--- config.mk ---
export PLATFORM = sky130hd
export DESIGN_NAME = jericalla_secuenciador
export DESIGN_NICKNAME = d
export VERILOG_FILES = /design/src/rtl/jericalla_secuenciador.sv
export SDC_FILE = /design/constraint.sdc
export NUM_CORES = 1
export LEC_CHECK = 0
export BUFFER_PORTS_ARGS = -buffer_cell sky130_fd_sc_hd__buf_2
export CELL_PAD_IN_SITES_DETAIL_PLACEMENT = 1
export CELL_PAD_IN_SITES_GLOBAL_PLACEMENT = 2
export CORE_MARGIN = 10
export CORE_UTILIZATION = 28
export CTS_BUF_LIST = sky130_fd_sc_hd__clkbuf_16
export CTS_CLUSTER_SIZE = 16
export DETAILED_ROUTE_END_ITERATION = 7
export GPL_TIMING_DRIVEN = 0
export PLACE_DENSITY = 0.87
export SYNTH_ARGS = -nofsm -noshare
export SYNTH_HDL_FRONTEND = slang
export SYNTH_SLANG_ARGS = --single-unit
--- constraint.sdc ---
create_clock -name clk -period 2.28 [get_ports clk]
set_input_delay 0.114 -clock clk [delete_from_list [all_inputs] [get_ports clk]]
set_output_delay 0.114 -clock clk [all_outputs]
set_load 0.005 [all_outputs]
--- src/rtl/jericalla_secuenciador.sv ---
// -----------------------------------------------------------------------------
// jericalla_secuenciador
//
// Program sequencer for the Jericalla datapath. Fetches 20-bit program words
// from a synchronous-read program memory, issues the 17-bit instruction of
// each EXEC word to the datapath, waits LAT_DP cycles for the datapath to
// settle, then captures its result and zero flag. BZ/JMP/HALT/NOP words give
// flow control so whole programs run without external sequencing.
//
// Program word: [19:17] op (000 EXEC, 001 BZ, 010 JMP, 111 HALT, others NOP)
//               [16:0]  payload (instruction for EXEC, target pc for BZ/JMP)
//
// Ports:
//   clk          system clock, rising edge
//   rst          asynchronous active-high reset
//   start        launch program at address 0 (only looked at in IDLE)
//   pc_addr      program memory read address
//   prog_dato    program word, valid the cycle after pc_addr
//   instruccion  instruction presented to the datapath
//   salida_dp    datapath result
//   zf_dp        datapath zero flag
//   resultado    last captured datapath result
//   zf_reg       last captured datapath zero flag
//   busy         high whenever the sequencer is not IDLE
//   done         one-cycle pulse after a HALT has been executed
//   cuenta_instr saturating count of EXEC words completed since start
// -----------------------------------------------------------------------------
module jericalla_secuenciador #(
  parameter int ANCHO_PC  = 8,   // must not exceed 17 (target lives in payload)
  parameter int LAT_DP    = 2,   // 1..15
  parameter int ANCHO_CNT = 16
) (
  input  logic                 clk,
  input  logic                 rst,
  input  logic                 start,
  output logic [ANCHO_PC-1:0]  pc_addr,
  input  logic [19:0]          prog_dato,
  output logic [16:0]          instruccion,
  input  logic [31:0]          salida_dp,
  input  logic                 zf_dp,
  output logic [31:0]          resultado,
  output logic                 zf_reg,
  output logic                 busy,
  output logic                 done,
  output logic [ANCHO_CNT-1:0] cuenta_instr
);

  localparam logic [2:0] OP_EXEC = 3'b000;
  localparam logic [2:0] OP_BZ   = 3'b001;
  localparam logic [2:0] OP_JMP  = 3'b010;
  localparam logic [2:0] OP_HALT = 3'b111;

  localparam logic [3:0]           SETTLE_LAST = 4'(LAT_DP - 1);
  localparam logic [ANCHO_PC-1:0]  PC_UNO      = 1;
  localparam logic [ANCHO_CNT-1:0] CNT_UNO     = 1;

  typedef enum logic [2:0] {
    S_IDLE,
    S_FETCH,
    S_DECODE,
    S_EXEC,
    S_DONE
  } estado_t;

  estado_t              estado_q, estado_d;
  logic [ANCHO_PC-1:0]  pc_q, pc_d;
  logic [3:0]           settle_q, settle_d;
  logic [16:0]          instr_q, instr_d;
  logic [31:0]          res_q, res_d;
  logic                 zf_q, zf_d;
  logic                 done_q, done_d;
  logic [ANCHO_CNT-1:0] cnt_q, cnt_d;

  // Program word fields, only meaningful while in DECODE.
  logic [2:0]          op;
  logic [16:0]         payload;
  logic [ANCHO_PC-1:0] target;
  logic [ANCHO_PC-1:0] pc_inc;

  assign op      = prog_dato[19:17];
  assign payload = prog_dato[16:0];
  assign target  = prog_dato[ANCHO_PC-1:0];
  assign pc_inc  = pc_q + PC_UNO;   // natural wrap at 2^ANCHO_PC

  always_comb begin
    estado_d = estado_q;
    pc_d     = pc_q;
    settle_d = settle_q;
    instr_d  = instr_q;
    res_d    = res_q;
    zf_d     = zf_q;
    cnt_d    = cnt_q;
    done_d   = 1'b0;

    case (estado_q)
      S_IDLE: begin
        // resultado/zf_reg deliberately survive a new start so BZ can
        // still see the flag left by the previous run.
        if (start) begin
          pc_d     = '0;
          cnt_d    = '0;
          estado_d = S_FETCH;
        end
      end

      S_FETCH: estado_d = S_DECODE;

      S_DECODE: begin
        case (op)
          OP_EXEC: begin
            instr_d  = payload;
            settle_d = '0;
            estado_d = S_EXEC;
          end
          OP_BZ: begin
            pc_d     = zf_q ? target : pc_inc;
            estado_d = S_FETCH;
          end
          OP_JMP: begin
            pc_d     = target;
            estado_d = S_FETCH;
          end
          OP_HALT: estado_d = S_DONE;
          default: begin
            pc_d     = pc_inc;
            estado_d = S_FETCH;
          end
        endcase
      end

      S_EXEC: begin
        settle_d = settle_q + 4'd1;
        if (settle_q == SETTLE_LAST) begin
          res_d    = salida_dp;
          zf_d     = zf_dp;
          pc_d     = pc_inc;
          if (cnt_q != '1) cnt_d = cnt_q + CNT_UNO;
          estado_d = S_FETCH;
        end
      end

      // done is registered, so it pulses in the cycle after DONE.
      S_DONE: begin
        done_d   = 1'b1;
        estado_d = S_IDLE;
      end

      default: estado_d = S_IDLE;
    endcase
  end

  always_ff @(posedge clk or posedge rst) begin
    if (rst) begin
      estado_q <= S_IDLE;
      pc_q     <= '0;
      settle_q <= '0;
      instr_q  <= '0;
      res_q    <= '0;
      zf_q     <= 1'b0;
      done_q   <= 1'b0;
      cnt_q    <= '0;
    end else begin
      estado_q <= estado_d;
      pc_q     <= pc_d;
      settle_q <= settle_d;
      instr_q  <= instr_d;
      res_q    <= res_d;
      zf_q     <= zf_d;
      done_q   <= done_d;
      cnt_q    <= cnt_d;
    end
  end

  assign pc_addr      = pc_q;
  assign instruccion  = instr_q;
  assign resultado    = res_q;
  assign zf_reg       = zf_q;
  assign done         = done_q;
  assign cuenta_instr = cnt_q;
  assign busy         = (estado_q != S_IDLE);

endmodule
[Word-level counts from Yosys, hierarchy flattened]
Cells that the tools add are included.
Storage, ports and cells
  register bits: 82
  word-level logic and storage cells: 54
  input port bits: 56
Operators by class
  reductions and logical operators: 13
  muxes and demuxes: 16
  $add $sub $neg: 3
  eq/ne operators: 14
Operator list (number)
  2-to-1 mux 16 bit: 3
  case mux 8 bit (3 select lines): 2
  case mux 16 bit (2 select lines): 1
  2-to-1 mux 8 bit: 3
  adder 16 x 1 -> 16 bit, second input constant: 1
  != test 16 bit, second input constant: 1
  case mux 3 bit (4 select lines): 1
  != test 2 bit, second input constant: 5
  equality test 3 x 2 -> 1 bit, second input constant: 3
  adder 8 x 1 -> 8 bit, second input constant: 1
  case mux 4 bit (2 select lines): 1
  AND reduction 2 bit: 4
  AND reduction 4 bit: 2
  equality test 3 x 1 -> 1 bit, second input constant: 2
  equality test 3 bit, second input constant: 2
  logical NOT 3 bit: 2
  2-to-1 mux 3 bit: 2
  case mux 3 bit (2 select lines): 1
  nonzero test 3 bit: 2
  adder 4 x 1 -> 4 bit, second input constant: 1
  equality test 4 x 1 -> 1 bit, second input constant: 1
  2-to-1 mux 4 bit: 1
  nonzero test 2 bit: 2
  OR reduction 2 bit: 1
  2-to-1 mux 1 bit: 1

[Longest topological paths before layout]
  depth after elaboration: 4
  depth in mapped cells: 9
  mapped depth without buffers: 7

[Worst setup path before layout]
Ideal clock, no wire load.
  path kind: reg-to-reg
  start point: reg estado_q[0]
  end point: reg settle_q[2]
  clock period less this slack: 1.949 ns
  library setup time: 0.131 ns
  slack: 0.331 ns
  stages on the path, launching flop included: 7
  arrival: 1.818 ns
  data required time: 2.149 ns
  buffers on the path: 1
  path through: dfrtp_1 or4b_1 or3_1 buf_2 and2_1 o21ai_0 o21ai_0
On the way
  longest elaborated chain between the ends: 3
  elaborated cells on any way between the ends: 6
RTL lines
  start: declaration: RTL line 65  | estado_t estado_q, estado_d;
  start signal: assignment: RTL line 163  | estado_q <= estado_d;
  equality test 3 x 2 -> 1 bit: RTL line 95  | case (estado_q)
  != test 2 bit (no line) / nonzero test 2 bit (equally long branches)
  AND reduction 2 bit (no line)
  end signal: assignment: RTL line 165  | settle_q <= settle_d;
  end: declaration: RTL line 67  | logic [3:0] settle_q, settle_d;
Several ways; a longest one is shown, not always the timed one.
A chain may end at the register's enable or synchronous reset.

[Final worst setup path]
  start point: reg settle_q[0]
  end point: reg pc_q[2], in the netlist pc_addr[2]
On the way
  longest elaborated chain between the ends: 3
RTL lines
  equality test 4 x 1 -> 1 bit: RTL line 133  | if (settle_q == SETTLE_LAST) begin
  != test 2 bit (no line)
  AND reduction 4 bit (no line)
  end signal: assignment: RTL line 164  | pc_q <= pc_d;
  end: declaration: RTL line 66  | logic [ANCHO_PC-1:0] pc_q, pc_d;
Every way passes these cells.

==> reports/qor.csv <==
metric,value,unit
status,finished clean,
Slowest cell on crit path,or4b_4,
Final Instance Count excl. Fillers,645,
Post-synth EDFFs,0,
first-pass GRT wire length,17800,um
placed inst area,0.00458,mm2
Cell Pwr Density,1210,mW/mm2
syn avg cell area,11.8,um2
I/O pins,132,
Core Rows,41,
relative slew slack,47.0,%
final WL,10900,um
TritonCTS Buffers,9,
WP data required,2.49,ns
CTS Buffer Depth,2,
Nets,528,
final hold vios,0,
placed cell count,616,
diode count,0,
Gate Count Post-Synth,312,
drt drc,0,
final period utilization,94.4,%
routed length per placed instance,16.9,um
initial detailed-routing violation count,115,
Final ANT Viol Nets,0,
I/O Buffers,131,
root buf cell,clkbuf_16,
GP Congestion,0.741,
Max Cap Viol,0,
most frequent cells in the layout,"buf_2 (134), dfrtp_1 (82), mux2_2 (50)",
Avg Vias per Cell,4.77,
endpoints failing setup,0,
worst-margin pin slew,0.795,ns
Area Growth Syn to Fin,37.1,%
post-detail-place hpwl,8250,um
"most common cell after layout, fill and taps aside",buf_2,
CP max FO,10,
worst slack on hold paths,0.0160,ns
Yosys top cell by area,dfrtp_1,
ys flop type,dfrtp_1,
syn_nets,372,
Worst Clk Skew,0.00387,ns
vias in the first global route,3419,
asr flop ratio synth,100,%
GR Overflow Total,0,
"Slew Viols, Final",0,
Top delay family on crit path,simple AND/OR/NAND/NOR gates,
Initial DRT Pass Iterations,4,
mapped cell area,0.00368,mm2
Synth Register Bits,82,
max FFs per register,32,
Worst-Skew Late Latency,0.33,ns
Synth top area share,55.7,%
"Clk pin slew, worst setup/hold paths",0.06,ns
crit path capture type,register,
Hold/Removal Path Class,in -> reg,
initial antenna violation count,0,
layout cells sized above 1,46.7,%
Die Y,135,um
critical path class,reg -> reg,
GRT met3 Usage,5.60,%
final core occ,39.5,%
Initial Util,28.8,%
fmax,0.465,GHz
CORE AREA,0.0128,mm2
"Cell Chain, Critical Path",ha_1 > nor4b_4 > nor2_1 > or4b_4 > buf_4 > buf_6 > a21oi_1 > o22ai_1,
DIE WIDTH,135,um
Worst Path Arrival,2.36,ns
synth unique cells,41,
Final Cell Area,0.00505,mm2
post-synthesis sequential area ratio,55.7,%
Peak supply drop,533,uV
leak pwr,0.00237,uW
Final TNS setup,0,ns
Max H-tree Level,3,
area of the die,0.0181,mm2
clk sink count,82,
met1 Use GR,13.0,%
via count,3079,
largest net degree at the start of global routing,53,
CTS tree,built,
"Min Clock Period, post-route",2.15,ns
met2 GRT Util,20.3,%
Startpoint Class,register,
number of synthesis warnings,0,
WP buf/inv,2,
Synth area leaders,"dfrtp_1 (56%), mux2_2 (15%), a21oi_1 (2.7%)",
Slowest Stage Delay on Critical Path,0.52,ns
busiest layer in global routing,met2,
total track usage,12.0,%
through the flow:
step	power, uW	worst slack (ns)
3_3_place_gp	4470	-1.03
5_1_grt	6570	-0.0142
3_5_place_dp	4600	-0.0769
4_1_cts	6180	0.0294
6_report	6100	0.128
2_1_floorplan	3590	0.0576
kinds of logic after synthesis:
logic type	share of synthesized area, %
AND/OR/NAND/NOR	12.5
adder cells (fa/ha/maj)	1.36
flip-flops	55.7
multiplexers	15.3
XOR/XNOR	0.952
AO/OA/AOI/OAI	10.5
buffers and inverters	3.70
cell type report:
cell class	instances	area, um2
well taps	172	215
plain buffers	14	78.8
repair buffers	145	808
fillers	1438	7730
clock buffers	9	225
flip-flops and latches	82	2050
clock inverters	7	83.8
inverters	16	62.6
multi-input cells	200	1520
Yosys cell counts, types with 6 or more instances:
cell type,number
mux2_2,50
or3_1,10
nand2_1,14
o21ai_0,16
dfrtp_1,82
nand3_1,11
nor2_1,14
o22ai_1,6
a21oi_1,20
a22oi_1,6
o31ai_1,6
inv_1,16
power by group:
group	internal (uW)	total (uW)	switching, uW
Sequential	2020	2350	335
Clock	947	1510	567
Combinational	1150	2230	1080
Total	4120	6100	1980
worst paths after layout:
check | slack, ns | depth (start not counted) | startpoint | endpoint
max reg2reg | 0.13 | 8 | settle_q[0] | pc_addr[2]
min in group asynchronous | 0.33 | 3 | rst | resultado[12]
max in group asynchronous | 1.36 | 4 | rst | resultado[7]
max | 0.13 | 8 | settle_q[0] | pc_addr[2]
min | 0.02 | 2 | salida_dp[24] | resultado[24]
min reg2reg | 0.50 | 1 | resultado[7] | resultado[7]
layer usage:
| layer | wire, um | vias to the layer above |
|---|---|---|
| li1 | - | 1441 |
| met4 | 86 | 0 |
| met5 | 0 | - |
| met3 | 993 | 7 |
| met2 | 5450 | 82 |
| met1 | 4360 | 1549 |
what timing repair did:
action	4_1_cts	5_1_grt
hold buffers	10	1
endpoints found under the setup margin	8	38
hold endpoints to repair	39	1
cloned	0	0
resized for setup	2	7
setup buffers	0	2
No activity file was read; power rests on OpenSTA's default activity.
